**config.mk**
```make
export PLATFORM = sky130hd
export DESIGN_NAME = iomem_initiator
export DESIGN_NICKNAME = d
export VERILOG_FILES = /design/src/rtl/iomem_initiator.sv
export SDC_FILE = /design/constraint.sdc
export NUM_CORES = 1
export LEC_CHECK = 0
export BUFFER_PORTS_ARGS = -buffer_cell sky130_fd_sc_hd__buf_2
export CORE_UTILIZATION = 46
export DETAILED_ROUTE_END_ITERATION = 6
export PLACE_DENSITY = 0.8
export SYNTH_ARGS = -nofsm -noshare
export SYNTH_HDL_FRONTEND = slang
export SYNTH_SLANG_ARGS = --single-unit
```
**constraint.sdc**
```tcl
create_clock -name clk -period 1.7 [get_ports clk]
set_input_delay 0.17 -clock clk [delete_from_list [all_inputs] [get_ports clk]]
set_output_delay 0.17 -clock clk [all_outputs]
set_load 0.03 [all_outputs]
```
**src/rtl/iomem_initiator.sv**
```systemverilog
// Single-outstanding iomem bus initiator: a cmd stream in, iomem transactions out,
// and one rsp per command carrying the read data or a timeout error.
module iomem_initiator #(
   parameter int TIMEOUT_CYCLES = 255,
   parameter int CNT_W          = 8
) (
   input  logic        clk,
   input  logic        resetn,
   input  logic        cmd_valid,
   output logic        cmd_ready,
   input  logic [31:0] cmd_addr,
   input  logic [31:0] cmd_wdata,
   input  logic [3:0]  cmd_wstrb,
   output logic        rsp_valid,
   input  logic        rsp_ready,
   output logic [31:0] rsp_rdata,
   output logic        rsp_err,
   output logic        iomem_valid,
   input  logic        iomem_ready,
   output logic [3:0]  iomem_wstrb,
   output logic [31:0] iomem_addr,
   output logic [31:0] iomem_wdata,
   input  logic [31:0] iomem_rdata,
   output logic        busy
);

   localparam logic [1:0] IDLE = 2'd0;
   localparam logic [1:0] BUS  = 2'd1;
   localparam logic [1:0] RESP = 2'd2;

   localparam logic [CNT_W-1:0] CNT_LAST = CNT_W'(TIMEOUT_CYCLES - 1);

   logic [1:0]       state;
   logic [CNT_W-1:0] cnt;

   assign cmd_ready = (state == IDLE);
   assign busy      = (state == BUS) || (state == RESP);

   always_ff @(posedge clk) begin
      if (!resetn) begin
         state       <= IDLE;
         cnt         <= '0;
         iomem_valid <= 1'b0;
         iomem_wstrb <= '0;
         iomem_addr  <= '0;
         iomem_wdata <= '0;
         rsp_valid   <= 1'b0;
         rsp_rdata   <= '0;
         rsp_err     <= 1'b0;
      end else begin
         case (state)
            IDLE: begin
               if (cmd_valid) begin
                  iomem_addr  <= cmd_addr;
                  iomem_wdata <= cmd_wdata;
                  iomem_wstrb <= cmd_wstrb;
                  iomem_valid <= 1'b1;
                  cnt         <= '0;
                  state       <= BUS;
               end
            end
            BUS: begin
               // ready is tested first so a completion on the last allowed cycle is a success
               if (iomem_ready) begin
                  rsp_rdata   <= iomem_rdata;
                  rsp_err     <= 1'b0;
                  iomem_valid <= 1'b0;
                  iomem_wstrb <= '0;
                  rsp_valid   <= 1'b1;
                  state       <= RESP;
               end else if (cnt == CNT_LAST) begin
                  rsp_rdata   <= '0;
                  rsp_err     <= 1'b1;
                  iomem_valid <= 1'b0;
                  iomem_wstrb <= '0;
                  rsp_valid   <= 1'b1;
                  state       <= RESP;
               end else begin
                  cnt <= cnt + CNT_W'(1);
               end
            end
            RESP: begin
               if (rsp_ready) begin
                  rsp_valid <= 1'b0;
                  state     <= IDLE;
               end
            end
            default: state <= IDLE;
         endcase
      end
   end

endmodule

```
Word level (Yosys, flattened, before mapping)
Cells that the tools add are included.
W data, S select, Z words.
{"block": "word_totals", "regBits": 113, "latch_bits": 0, "ram_bits": 0, "romBits": 0, "in_bits": 105, "elab_cells": 53, "mem_count": 0}
{"block": "classes", "add_sub_neg": 1, "multipliers": 0, "div_mod_pow": 0, "magnitude_cmp": 0, "eq_ne": 8, "n_shift": 0, "muxes": 24, "n_bitwise": 0, "reduce_logical": 11}
{"operator": "$mux W32", "n": 2}
{"operator": "$mux W8", "n": 3}
{"operator": "$pmux W8 S2", "n": 1}
{"operator": "$mux W4", "n": 3}
{"operator": "$reduce_and A3 Y1", "n": 3}
{"operator": "$add A8 B1 Y8 const B", "n": 1}
{"operator": "$eq A8 B8 Y1 const B", "n": 1}
{"operator": "$mux W2", "n": 4}
{"operator": "$ne A2 B2 Y1 const B", "n": 4}
{"operator": "$pmux W4 S2", "n": 1}
{"operator": "$mux W1", "n": 7}
{"operator": "$pmux W2 S3", "n": 1}
{"operator": "$reduce_bool A2 Y1", "n": 3}
{"operator": "$pmux W1 S2", "n": 2}
{"operator": "$reduce_and A2 Y1", "n": 2}
{"operator": "$reduce_and A4 Y1", "n": 1}
{"operator": "$ne A3 B2 Y1 const B", "n": 1}
{"operator": "$eq A2 B1 Y1 const B", "n": 1}
{"operator": "$eq A2 B2 Y1 const B", "n": 1}
{"operator": "$logic_not A2 Y1", "n": 1}
{"operator": "$logic_or A1 B1 Y1", "n": 1}

Logic depth before layout (Yosys ltp)
Gate-level depths: netlist of run 1.
{"block": "depth", "word_depth": 4, "ltp_mapped": 8}

Worst setup path before layout of run 1
Ideal clock, no wire load.
{"block": "synth_timing", "kind": "register to register", "from": "register state[0]", "to": "register iomem_valid", "setup_ns": 0.116, "t_arrival_ns": 1.590, "t_required_ns": 1.584, "slack_ns": -0.006, "stages_incl_launch_ff": 6, "synth_period_minus_slack_ns": 1.706, "path_cell_list": "dfxtp_1 -> inv_1 -> ha_1 -> mux2_2 -> and2_1 -> o211a_1"}
{"block": "synth_via", "elab_chain_cells": 3, "elab_cells_between_ends": 7, "classes_between": "eq/ne (3); mux (1); reduce/logical (3)"}
{"element": "from (decl)", "line_no": "33", "text": "logic [1:0] state;"}
{"element": "from (signal assigned)", "line_no": "41", "text": "state <= IDLE;"}
{"element": "from (signal assigned)", "line_no": "59", "text": "state <= BUS;"}
{"element": "from (signal assigned)", "line_no": "70", "text": "state <= RESP;"}
{"element": "$logic_not A2 Y1 *"}
{"element": "via cmd_ready", "line_no": "10", "text": "output logic cmd_ready,"}
{"element": "$ne A2 B2 Y1 (no source line) or $reduce_bool A2 Y1 (tied branches)"}
{"element": "$reduce_and A3 Y1 (no source line)"}
{"element": "to (signal assigned)", "line_no": "43", "text": "iomem_valid <= 1'b0;"}
{"element": "to (signal assigned)", "line_no": "57", "text": "iomem_valid <= 1'b1;"}
{"element": "to (signal assigned)", "line_no": "67", "text": "iomem_valid <= 1'b0;"}
{"element": "to (decl)", "line_no": "18", "text": "output logic iomem_valid,"}
The timed path passes the listed nets; every way through them passes the cells marked *.
A chain may end at the register's enable or synchronous reset.

Worst setup path after layout of run 1
{"block": "layout_timing", "from": "register state[1]", "to": "register iomem_valid"}
{"block": "layout_via", "elab_chain_cells": 3, "elab_cells_between_ends": 7, "classes_between": "eq/ne (3); mux (1); reduce/logical (3)"}
{"element": "$eq A2 B1 Y1 or $logic_not A2 Y1 (tied branches)", "line_no": "51", "text": "case (state)"}
{"element": "$ne A3 B2 Y1 (no source line), or another cell as far along"}
{"element": "$reduce_and A3 Y1 (no source line)"}
{"element": "to (signal assigned)", "line_no": "57"}
{"element": "to (signal assigned)", "line_no": "67"}
{"element": "to (signal assigned)", "line_no": "74", "text": "iomem_valid <= 1'b0;"}
Several ways; a longest one is shown, not always the timed one.

==> impl_metrics.ini, run 1 <==
[timing]
finalHoldViolCount = 0
fin_skew_ns = 0.01065
final.min_clock_period_ns = 1.629
slew_headroom = 0.6786
max_freq_mhz = 613.9
tightestPinTransition_ns = 0.4788
finalSetupTns_ns = 0
grt_setup_unrepaired = no
fin_crit_sh = 0.9582
drv_slew = 0
fin_ws_ns = 0.07110
setup_viol = 0

[synthesis]
seq_area_frac_synth = 0.5253
yosysWarnings = 0
synth_nets = 572
synth_top_area_share = 0.5253
syn_area_per_cell_um2 = 9.342
ys_types = 46
yosysTopAreaCell = dfxtp_1
ys_ff_latch = 113
synthesis.area_um2 = 4307
synth-main-ff-cell = dfxtp_1
synth_cells = 461
synth-edff-count = 0
async_flop_share = 0
synthTopCellsByArea = dfxtp_1 (53%), nand2_1 (13%), a21boi_0 (10%)

[pwr]
ir_drop_mv = 0.6110
power_density_nw_per_um2 = 1144
p_leak_nw = 3.367

[critical_path]
worstPathArrival_ns = 2.02
critical_path.startpoint_type = flop
critical_path_class = reg2reg
endpoint_kind = flop
worst_path_max_delay_cell = mux2_2
crit_chain = inv_1 > ha_4 > mux2_2 > and2_1 > o211a_1
crit_path_max_incr_delay_ns = 0.38
cp.required_ns = 2.09
cp_max_fo = 7

[routing]
viasPerCell = 5.183
drt_iter0_markers = 210
dr.pass1.iters = 5
wirelength_mm = 14.16
drc_errors = 0
drtAntennaViolNets = 0
post_drt_wl_per_cell_um = 15.89
num_vias = 4618

[floorplan]
die-area_um2 = 9754
row_count = 34
initial_core_util = 0.4844
fp.dieH_um = 98.76
dieWidth_um = 98.76
core_um2 = 8891
ios = 210

[final_layout]
drive_above_1_share = 0.3448
stdcell_count = 891
insertedDiodeCount = 0
num-nets-final = 881
mostFrequentLayoutCells = buf_2 (208), nand2_1 (145), dfxtp_1 (111)
final_common_cell = buf_2
area_growth_pct = 65.49

[cts]
clk_pin_slew_worst_paths_ns = 0.06
clockRootBuffer = clkbuf_8
cts_buffers = 17
cts_tree = done
cts_htree_levels = 4
cts_sinks = 113
clock_latency_ns = 0.50
cts_buffer_depth = 2

[job]
maxCapViolCount = 0

[global_routing]
grt_pass1_vias = 4632
grt_antenna_before_repair = 0
grt_pass1_wl_mm = 22.19
gr-total-overflow = 0
track_usage = 0.2907
grt_max_degree = 87

[placed_design]
io_buffer_count = 209
gp_congestion = 0.8340
dp_cells = 758
dpl.hpwl_mm = 7.896
pre_cts_ws_ns = 0.06132

[min_path]
hp-class = in2reg

[run_status]
run_status = finished, final reports clean
## final timing paths
kind                          startpoint                           to  slack (ns)  depth (start not counted)
max reg2reg        state[1]$_SDFFE_PN0P_     iomem_valid$_SDFFE_PN0P_        0.07                          5
max                state[1]$_SDFFE_PN0P_     iomem_valid$_SDFFE_PN0P_        0.07                          5
min reg2reg  iomem_addr[14]$_SDFFE_PN0P_  iomem_addr[14]$_SDFFE_PN0P_        0.45                          2
min                          iomem_ready         rsp_err$_SDFFE_PN0P_        0.08                          3
## timing repair
action                                  CTS  global route
setup buffers                             0             0
endpoints found under the setup margin    1            16
resized for setup                         1             5
hold endpoints to repair                101             0
hold buffers                            101             0
cloned                                    0             0
## flip-flops by register name (all words and copies together) (netlist names)
name         count
cnt              8
iomem_addr      32
iomem_valid      1
iomem_wdata     32
iomem_wstrb      4
rsp_err          1
rsp_rdata       32
rsp_valid        1
state            2
## metal layers
layer  track usage  routed length, µm  up-vias
met5             0                  0        -
met4        0.1550                500        0
met2        0.5438               7727      188
li1              -                  -     2201
met1        0.3011               5326     2178
met3       0.06454                605       51
## synthesized netlist by cell type (2+ instances only)
cell type  instances
clkbuf_1          16
a21boi_0          58
dfxtp_1          113
o21a_1             2
inv_1              6
o211ai_1           2
nand2_1          146
buf_4              4
buf_2              7
nand4_1            2
nor2_1             2
o32ai_1            3
a22o_2             2
o211a_1            2
buf_6              3
ha_1               6
o21ai_0            5
and3_1             4
nand4b_1           4
a21oi_1            5
a21boi_1           7
clkbuf_2           2
and2_1             4
a22o_1            30
o21ai_1            2
nand3_1            4
## worst max-delay path: cells and delay by family, from the launching register on
kind / cells / cell delay, ns
DFF: 1 / 0.33
AOI/OAI and AO/OA: 1 / 0.21
muxes: 1 / 0.38
buffers and inverters: 1 / 0.18
and+or+nand+nor: 1 / 0.21
adders and majority gates: 1 / 0.21
## layout make-up
class	count	area [µm²]
flip-flops and latches	113	2265
repair buffers	323	2232
clock inverters	13	160.2
clock buffers	19	431.7
multi-input cells	309	1881
inverters	6	22.52
fillers	517	1764
well taps	108	135.1
## cell families (layout without fill, tap and decap cells)
kind of cell	after synthesis	in the layout	share of synthesized area
AOI/OAI and AO/OA	128	128	0.2365
DFF	113	113	0.5253
adders and majority gates	6	6	0.01743
and+or+nand+nor	173	173	0.1705
muxes	2	2	0.004939
buffers and inverters	39	361	0.04532
## power by group
| part | leakage [nW] | internal, mW | total [mW] | switching, mW |
|---|---|---|---|---|
| clock network | 0.288 | 2.27 | 3.54 | 1.27 |
| logic | 2.15 | 0.662 | 1.65 | 0.989 |
| registers | 0.924 | 2.85 | 2.96 | 0.107 |
| total | 3.37 | 5.79 | 8.15 | 2.37 |
## through the flow
step | hold slack, ns | total power [mW] | cell area [µm²] | util
after detailed placement | 0.3853 | 4.410 | 5497 | 0.6182
after CTS | 0.06390 | 8.099 | 7102 | 0.7988
after floorplan | 0.2955 | 3.917 | 4309 | -
after global routing | 0.09468 | 8.431 | 7127 | 0.8016
after global placement | 0.3797 | 4.365 | 5497 | 0.6182
final | 0.07919 | 8.153 | 7127 | 0.8016
(Power assumes the default switching activity.)
==> run 2, diff against run 1 <==
Settings changed: CELL_PAD_IN_SITES_DETAIL_PLACEMENT set to 0, CELL_PAD_IN_SITES_GLOBAL_PLACEMENT set to 2, CORE_UTILIZATION 46 to 26, PLACE_DENSITY 0.8 to not set, PLACE_DENSITY_LB_ADDON set to 0.1.
==> run 2 against run 1 <==
Compared with the run above: cell area is 3.1% lower; die area is 75% higher; via count is 9.5% lower; register-to-register slack better by 0.03 ns; first-iteration DRC count is 36% lower; critical path depth stayed put; critical endpoint unchanged; largest power group unchanged.
==> impl_metrics.ini, run 2 (same netlist as run 1, synthesis figures left out) <==
[final_layout]
area_growth_pct = 60.40
stdcell_count = 969
design_area_um2 = 6908
drive_above_1_share = 0.3497
final_common_cell = buf_2
mostFrequentLayoutCells = buf_2 (209), nand2_1 (145), dfxtp_1 (113)
largestRegisters = iomem_addr (32), iomem_wdata (32), rsp_rdata (32)
num-nets-final = 853

[timing]
final.min_clock_period_ns = 1.604
max_freq_mhz = 623.6
slew_headroom = 0.6688
finalSetupTns_ns = 0
drv_slew = 0
fin_skew_ns = 0.007757
grt_setup_unrepaired = no
fin_crit_sh = 0.9433
setup_viol = 0
tightestPinTransition_ns = 0.4935
finalHoldViolCount = 0

[floorplan]
row_count = 46
dieWidth_um = 130.7
ios = 210
die-area_um2 = 17080
core_um2 = 16000
fp.dieH_um = 130.7
initial_core_util = 0.2692

[routing]
drc_errors = 0
num_vias = 4181
drtAntennaViolNets = 0
wirelength_mm = 13.07
dr.pass1.iters = 4
post_drt_wl_per_cell_um = 13.49
viasPerCell = 4.315
drt_iter0_markers = 135

[critical_path]
endpoint_kind = flop
critical_path.endpoint = iomem_valid$_SDFFE_PN0P_
path_buf_inv = 1
rr_worst_depth = 5
crit_path_max_incr_delay_ns = 0.38
cp.required_ns = 2.00
startpoint = state[1]$_SDFFE_PN0P_
crit_cells = 5
r2r-start = state[1]$_SDFFE_PN0P_
worstPathArrival_ns = 1.90
crit_chain = inv_1 > ha_2 > mux2_2 > and2_1 > o211a_1
cp_max_fo = 7
critical_path.startpoint_type = flop
r2r_slack_ns = 0.1
worst_path_max_delay_cell = mux2_2
regToRegEndpoint = iomem_valid$_SDFFE_PN0P_
critical_path_class = reg2reg
critical_path.top_delay_family = multiplexers

[global_routing]
grt_antenna_before_repair = 1
grt_max_degree = 82
grt_pass1_vias = 4005
track_usage = 0.1523
grt_pass1_wl_mm = 19.77
gr-total-overflow = 0

[cts]
clockRootBuffer = clkbuf_16
cts_buffer_depth = 2
clock_latency_ns = 0.40
clk_pin_slew_worst_paths_ns = 0.05
cts_buffers = 17
cts_tree = done
cts_htree_levels = 4
cts_sinks = 113

[pwr]
p_leak_nw = 3.229
ir_drop_mv = 0.6544
power_density_nw_per_um2 = 1128

[placed_design]
dpl.hpwl_mm = 8.828
place_area_um2 = 5632
gp_congestion = 0.7379
io_buffer_count = 209
dp_cells = 866

[run_status]
run_status = finished, final reports clean

[job]
maxCapViolCount = 0

[min_path]
hp-class = in2reg
## run 2: per-layer routing
metal  track usage  wire length, µm  vias to the layer above
met5             0                0                        -
met4       0.06018              197                        0
met3       0.04967              630                       13
met2        0.2677             6668                      103
met1        0.1698             5572                     1921
li1              -                -                     2144
## run 2: through the flow
stage | worst slack (ns) | power (mW) | hold WS [ns] | utilization
5_1_grt | 0.0006966 | 8.190 | 0.01069 | 0.4317
2_1_floorplan | 0.1101 | 3.917 | 0.2955 | -
3_5_place_dp | 0.08943 | 4.443 | 0.3846 | 0.3520
6_report | 0.09645 | 7.793 | 0.01937 | 0.4317
3_3_place_gp | 0.1307 | 4.427 | 0.3814 | 0.3520
4_1_cts | 0.07896 | 7.940 | 0.00004724 | 0.4314
## run 2: layout make-up
class | instances | area (µm²)
repair buffers | 295 | 1949
flip-flops and latches | 113 | 2262
fillers | 1642 | 9092
diodes | 1 | 2.502
multi-input cells | 309 | 1861
clock inverters | 8 | 90.09
clock buffers | 21 | 450.4
inverters | 6 | 22.52
well taps | 216 | 270.3
## run 2: timing repair
| item | 4_1_cts | 5_1_grt |
|---|---|---|
| buffers inserted | 0 | 0 |
| hold endpoints to repair | 73 | 0 |
| gates resized for setup | 0 | 1 |
| setup endpoints to repair | 0 | 2 |
| hold buffers | 73 | 0 |
## run 2: tightest hold or removal path: cells and delay by family
| kind | cells | cell delay [ns] |
|---|---|---|
| compound gates | 1 | 0.06 |
| buf+inv | 1 | 0.10 |
| simple gates | 1 | 0.05 |
## run 2: how the worst min path moves through the flow
stage / slack [ns] / start / to / cells past startpoint
floorplan: 0.30 / iomem_rdata[0] / rsp_rdata[0]$_SDFFE_PN0P_ / 1
global placement: 0.38 / iomem_rdata[20] / rsp_rdata[20]$_SDFFE_PN0P_ / 2
detailed placement: 0.38 / iomem_rdata[11] / rsp_rdata[11]$_SDFFE_PN0P_ / 2
CTS: 0.00005 / cmd_addr[7] / iomem_addr[7]$_SDFFE_PN0P_ / 3
global route: 0.01 / cmd_addr[4] / iomem_addr[4]$_SDFFE_PN0P_ / 3
finish: 0.02 / cmd_wdata[26] / iomem_wdata[26]$_SDFFE_PN0P_ / 3
## run 2: power breakdown
part           switching (mW)  internal (mW)  total [mW]
logic                   0.948          0.602        1.55
registers              0.0930           2.85        2.95
clock network            1.15           2.15        3.30
total                    2.19           5.60        7.79
